**src/rtl/prog_stream_tx.sv**
```systemverilog
// rtl/prog_stream_tx.sv - buffers a host program image, streams it to the CPU loader, then scans readback words
`ifndef INSTR_START
`define INSTR_START 8'hF0
`endif
`ifndef INSTR_END
`define INSTR_END 8'h0F
`endif

module prog_stream_tx #(
  parameter int         DEPTH      = 256,
  parameter int         MIN_GAP    = 124,
  parameter logic [7:0] START_BYTE = `INSTR_START,
  parameter logic [7:0] END_BYTE   = `INSTR_END,
  parameter logic [7:0] PAD_BYTE   = 8'h00,
  parameter int         RUN_CYCLES = 1024
) (
  input  logic        sys_clk,
  input  logic        sys_rst_n,
  input  logic        wr_en_i,
  input  logic [7:0]  wr_data_i,
  output logic        wr_ready_o,
  input  logic        go_i,
  input  logic        scan_sel_i,
  input  logic [10:0] scan_count_i,
  output logic        cpu_reset_o,
  output logic [7:0]  instr_o,
  output logic [10:0] address_o,
  output logic [1:0]  vout_addr_o,
  output logic        data_or_reg_o,
  input  logic [7:0]  value_i,
  output logic        rd_valid_o,
  output logic [31:0] rd_word_o,
  output logic [10:0] rd_index_o,
  output logic        busy_o,
  output logic        collision_o
);
  localparam int AW   = $clog2(DEPTH);
  localparam int PW   = AW + 1;
  localparam int GMAX = (DEPTH > MIN_GAP) ? DEPTH : MIN_GAP;
  localparam int GW   = $clog2(GMAX + 1);
  localparam int RW   = $clog2(RUN_CYCLES + 1);

  typedef enum logic [3:0] {
    S_IDLE, S_REL, S_START, S_PAYLOAD, S_PAD, S_END, S_RUN, S_SCAN_SET, S_SCAN_CAP
  } state_t;

  state_t          state, state_next;
  logic [7:0]      mem [DEPTH];
  logic [PW-1:0]   wr_ptr, len, len_eff;
  logic [GW-1:0]   g;
  logic [RW-1:0]   run_cnt;
  logic [10:0]     w, count_q;
  logic [1:0]      b;
  logic [23:0]     word;
  logic            sel_q;
  logic            buf_full, wr_accept, go_accept;
  logic            last_payload, run_done, last_word;
  logic [7:0]      cur_byte;

  assign buf_full     = (wr_ptr == PW'(DEPTH));
  assign wr_accept    = (state == S_IDLE) && wr_en_i && !buf_full;
  // A write in the same cycle as go counts toward the frame length.
  assign len_eff      = wr_ptr + PW'(wr_accept);
  assign go_accept    = (state == S_IDLE) && go_i && (len_eff != '0);
  assign cur_byte     = mem[g[AW-1:0]];
  assign last_payload = (g == GW'(len) - GW'(1));
  assign run_done     = (run_cnt == RW'(RUN_CYCLES - 1));
  assign last_word    = (w == count_q - 11'd1);

  always_ff @(posedge sys_clk or negedge sys_rst_n) begin
    if (!sys_rst_n) state <= S_IDLE;
    else            state <= state_next;
  end

  always_comb begin
    state_next = state;
    unique case (state)
      S_IDLE:     if (go_accept) state_next = S_REL;
      S_REL:      state_next = S_START;
      S_START:    state_next = S_PAYLOAD;
      S_PAYLOAD:  if (last_payload) state_next = (int'(len) < MIN_GAP) ? S_PAD : S_END;
      S_PAD:      if (g == GW'(MIN_GAP - 1)) state_next = S_END;
      S_END:      state_next = S_RUN;
      S_RUN:      if (run_done) state_next = (count_q == 11'd0) ? S_IDLE : S_SCAN_SET;
      S_SCAN_SET: state_next = S_SCAN_CAP;
      S_SCAN_CAP: state_next = (b == 2'd3 && last_word) ? S_IDLE : S_SCAN_SET;
      default:    state_next = S_IDLE;
    endcase
  end

  always_comb begin
    wr_ready_o = (state == S_IDLE) && !buf_full;
    busy_o     = (state != S_IDLE);
  end

  always_ff @(posedge sys_clk) begin
    if (wr_accept) mem[wr_ptr[AW-1:0]] <= wr_data_i;
  end

  // Registered outputs follow the current state, so each byte lands one cycle after state entry.
  always_ff @(posedge sys_clk or negedge sys_rst_n) begin
    if (!sys_rst_n) begin
      wr_ptr        <= '0;
      len           <= '0;
      sel_q         <= 1'b0;
      count_q       <= '0;
      g             <= '0;
      run_cnt       <= '0;
      w             <= '0;
      b             <= '0;
      word          <= '0;
      cpu_reset_o   <= 1'b1;
      instr_o       <= PAD_BYTE;
      address_o     <= '0;
      vout_addr_o   <= '0;
      data_or_reg_o <= 1'b0;
      rd_valid_o    <= 1'b0;
      rd_word_o     <= '0;
      rd_index_o    <= '0;
      collision_o   <= 1'b0;
    end else begin
      rd_valid_o  <= 1'b0;
      instr_o     <= PAD_BYTE;
      cpu_reset_o <= (state == S_IDLE) || (state_next == S_IDLE);
      unique case (state)
        S_IDLE: begin
          if (wr_accept) wr_ptr <= wr_ptr + PW'(1);
          if (go_accept) begin
            len         <= len_eff;
            sel_q       <= scan_sel_i;
            count_q     <= scan_count_i;
            collision_o <= 1'b0;
          end
        end
        S_START: begin
          instr_o <= START_BYTE;
          g       <= '0;
        end
        S_PAYLOAD: begin
          instr_o <= cur_byte;
          g       <= g + GW'(1);
          if (cur_byte == END_BYTE && g > GW'(120)) collision_o <= 1'b1;
        end
        S_PAD: g <= g + GW'(1);
        S_END: begin
          instr_o <= END_BYTE;
          run_cnt <= '0;
        end
        S_RUN: begin
          run_cnt <= run_cnt + RW'(1);
          w       <= '0;
          b       <= '0;
        end
        S_SCAN_SET: begin
          address_o     <= w;
          vout_addr_o   <= b;
          data_or_reg_o <= sel_q;
        end
        S_SCAN_CAP: begin
          b <= b + 2'd1;
          case (b)
            2'd0: word[7:0]   <= value_i;
            2'd1: word[15:8]  <= value_i;
            2'd2: word[23:16] <= value_i;
            default: begin
              rd_word_o  <= {value_i, word};
              rd_index_o <= w;
              rd_valid_o <= 1'b1;
              w          <= w + 11'd1;
            end
          endcase
        end
        default: ;
      endcase
      if (state != S_IDLE && state_next == S_IDLE) wr_ptr <= '0;
    end
  end
endmodule
```
**config.mk**
```make
export PLATFORM = sky130hd
export DESIGN_NAME = prog_stream_tx
export DESIGN_NICKNAME = d
export VERILOG_FILES = /design/src/rtl/prog_stream_tx.sv
export SDC_FILE = /design/constraint.sdc
export NUM_CORES = 2
export LEC_CHECK = 0
export CORE_MARGIN = 5
export CORE_UTILIZATION = 41
export DETAILED_ROUTE_END_ITERATION = 16
export SLEW_MARGIN = 5
export SYNTH_ARGS = -nofsm -noshare
export SYNTH_HDL_FRONTEND = slang
export SYNTH_SLANG_ARGS = --single-unit
```
**constraint.sdc**
```tcl
create_clock -name sys_clk -period 4.04 [get_ports sys_clk]
set_clock_uncertainty 0.05 [all_clocks]
set_input_delay 1.01 -clock sys_clk [delete_from_list [all_inputs] [get_ports sys_clk]]
set_output_delay 1.01 -clock sys_clk [all_outputs]
set_load 0.01 [all_outputs]
```
==> summary.md <==
| Metric | Value |
|---|---|
| Outcome | `completed` |
| P_int | `36.3 mW` |
| Die ar. | `222,000 µm²` |
| Clk buf depth | `3` |
| Slew @ Worst Pin | `1110 ps` |
| Largest net degree at the start of global routing | `114` |
| DR pass1 iterations | `6` |
| Avg Cell Area, Syn | `19.6 µm²` |
| Seq pwr share | `55.3%` |
| Combinational Power Share | `1.1%` |
| Initial DRC count | `6,133` |
| Commonest cells after routing, fill and taps aside | `2,048 x edfxtp_1, 528 x buf_4, 447 x mux4_2` |
| Netlist area before placement | `87,000 µm²` |
| IO Count | `102` |
| Layout cells sized above 1 | `28.3%` |
| Hpwl dp | `166 mm` |
| Final Max Slew Viols | `0` |
| TritonCTS Sinks | `2,207` |
| Share of the synthesized area in the top cell type | `70.7%` |
| Pleak | `35.0 nW` |
| Worst slew margin | `25.9%` |
| Clk pwr share | `43.6%` |
| Sw Ratio | `19.8%` |
| Fmax | `260 MHz` |
| Synth area leader | `edfxtp_1` |
| Vias in the first global route | `46,881` |
| Root buf cell | `clkbuf_16` |
| CTS H-tree depth | `4` |
| Unique masters post-synth | `87` |
| Vias per inst | `5.88` |
| Die W | `471 µm` |
| Cells after synthesis | `4,430` |
| # rows | `169` |
| Most common library cell in the layout ignoring fill and taps | `edfxtp_1` |
| Max-cap violations | `0` |
| Crit start category | `register` |
| Core Area | `212,000 µm²` |
| EDFF count, synth | `2,048` |
| First-pass GRT wire length | `356 mm` |
| Routability cong. | `0.895` |
| DRT antenna net count | `0` |
| Via Count | `47,522` |
| Starting Density | `41.1%` |
| Wirelength per Cell | `31.0 µm` |
| Endpoints failing setup | `0` |
| Peak supply drop | `0.000368 V` |
| Fin crit share | `95.4%` |
| Post-layout minimum cycle time | `3850 ps` |
| Num CTS Buffers | `216` |
| HP Class | `in -> async` |
| Synthesized netlist net count | `4,479` |
| P per Cell Area | `442 nW/µm²` |
| Clk_lat worst skew | `840 ps` |
| Share of flip-flops with an asynchronous set or reset | `7.20%` |
| Final instance area | `102,000 µm²` |
| CP arrival | `4550 ps` |
| Worst-path clk slew | `70 ps` |
| Seq/Total Area, Yosys | `75.2%` |
| Critical path type | `reg -> reg` |
| Area grow syn2layout | `17.5%` |
| Setup Buffers After CTS | `0` |
| Fin Hold WS | `159 ps` |
| Reg2Reg Depth | `11` |
| Hold Vio Cnt, Final | `0` |
| Overall Power | `45.2 mW` |
| Crit-path max FO | `54` |
| Die H | `471 µm` |
| YS warnings | `0` |
| Global Route Usage Sum | `22.4%` |
| DRC | `0` |
| Critical path required time | `4740 ps` |
| IO buf count | `101` |
| Routed Wire Length | `251 mm` |
| FF+latch count, synth | `2,207` |
| CTS tree | `built` |
| Synth area leaders | `edfxtp_1 71%, mux4_2 12%, dfrtp_1 4.5%` |
| Total grt overflow | `0` |
| Crit end category | `register` |
| Setup TNS | `0 ps` |
| P_sw | `8.93 mW` |
| Final layout net count | `5,128` |
| Unrepaired setup endpoints after global routing | `false` |
| Top FF cell, synth | `edfxtp_1` |
| Initial antenna violation count | `10` |
| Post-placement cell area | `95,400 µm²` |
path summary, 6_finish.rpt:
path                                  start             end  slack (ps)
worst min-delay path              sys_rst_n   rd_word_o[25]         160
worst max register to register         g[0]     collision_o         190
max in group asynchronous         sys_rst_n  rd_index_o[10]        2780
worst min register to register  run_cnt[10]     run_cnt[10]         430
worst max-delay path                   g[0]     collision_o         190
min in group sys_clk            run_cnt[10]     run_cnt[10]         430
Yosys cell counts, types with 19 or more instances:
master	instances
a21oi_1	66
mux2_2	100
mux4_1	19
nor2b_1	21
buf_4	34
nor3_1	29
buf_6	26
a22oi_1	81
clkbuf_1	111
nand3_1	57
o21ai_0	80
nand2_1	181
mux2i_1	157
a221oi_1	22
xnor2_1	19
buf_2	65
mux4_2	447
edfxtp_1	2048
o22ai_1	34
dfrtp_1	158
nor2_1	334
inv_1	21
xor2_1	23
kinds of logic (layout without fill, tap and decap cells):
kind of cell,Yosys count,after routing,synth area share [%]
flip-flops,2207,2207,75.2
multiplexers,723,723,15.2
XOR/XNOR,42,42,0.423
adder cells (fa/ha/maj),17,17,0.244
other,0,4,0
AO/OA/AOI/OAI,431,431,3.42
AND/OR/NAND/NOR,727,727,3.69
buffers and inverters,283,1112,1.76
routing by layer:
| metal | wire, µm | GRT usage [%] |
|---|---|---|
| met5 | 11 | 0 |
| met1 | 102000 | 32.2 |
| met4 | 10800 | 8.64 |
| met3 | 23700 | 4.56 |
| met2 | 114000 | 33.8 |
flip-flops by register name (all words and copies together) (netlist names), 4 cells and up:
name and cells:
rd_word_o 32, address_o 11, g 9, word 24, rd_index_o 11, len 9
instr_o 8, w 11, state 4, wr_ptr 9, mem 2048, run_cnt 11
count_q 11
metrics by stage:
step                util, %  cells  worst slack (ps)
floorplan                 -   4430               211
global placement       45.1   7682              56.3
detailed placement     45.1   7682              64.2
CTS                    48.3   8080               156
global route           48.3   8081               114
finish                 48.3   8084               187
critical path, stage by stage (launching register included):
cell and delay, ps:
dfrtp_4 710, buf_12 440, mux4_1 640, a22oi_1 270, a21oi_1 210, a2111oi_1 660, buf_4 210, a211oi_1 80
nand3_1 150, nand4b_1 120, buf_4 110, o31ai_2 50
power by group through the flow:
stage / sequential, mW / clock, mW / combinational, mW
floorplan: 25.5 / 0 / 0.0140
global placement: 25.5 / 0 / 0.477
detailed placement: 25.5 / 0 / 0.499
CTS: 25.0 / 20.0 / 0.498
global route: 25.0 / 21.0 / 0.527
finish: 25.0 / 19.7 / 0.488
area by class of cell:
cell class | instances | area [µm²]
fillers | 17335 | 109000
flip-flops and latches | 2207 | 65500
multi-input cells | 1940 | 20100
repair buffers | 687 | 6170
clock buffers | 279 | 5750
well taps | 2821 | 3530
clock inverters | 119 | 1160
inverters | 27 | 104
diodes | 4 | 10.0
timing repair:
action | CTS | global route
hold endpoints to repair | 0 | 0
endpoints found under the setup margin | 0 | 1
hold buffers | 0 | 0
gates resized for setup | 0 | 1
No activity file was read; power rests on OpenSTA's default activity.
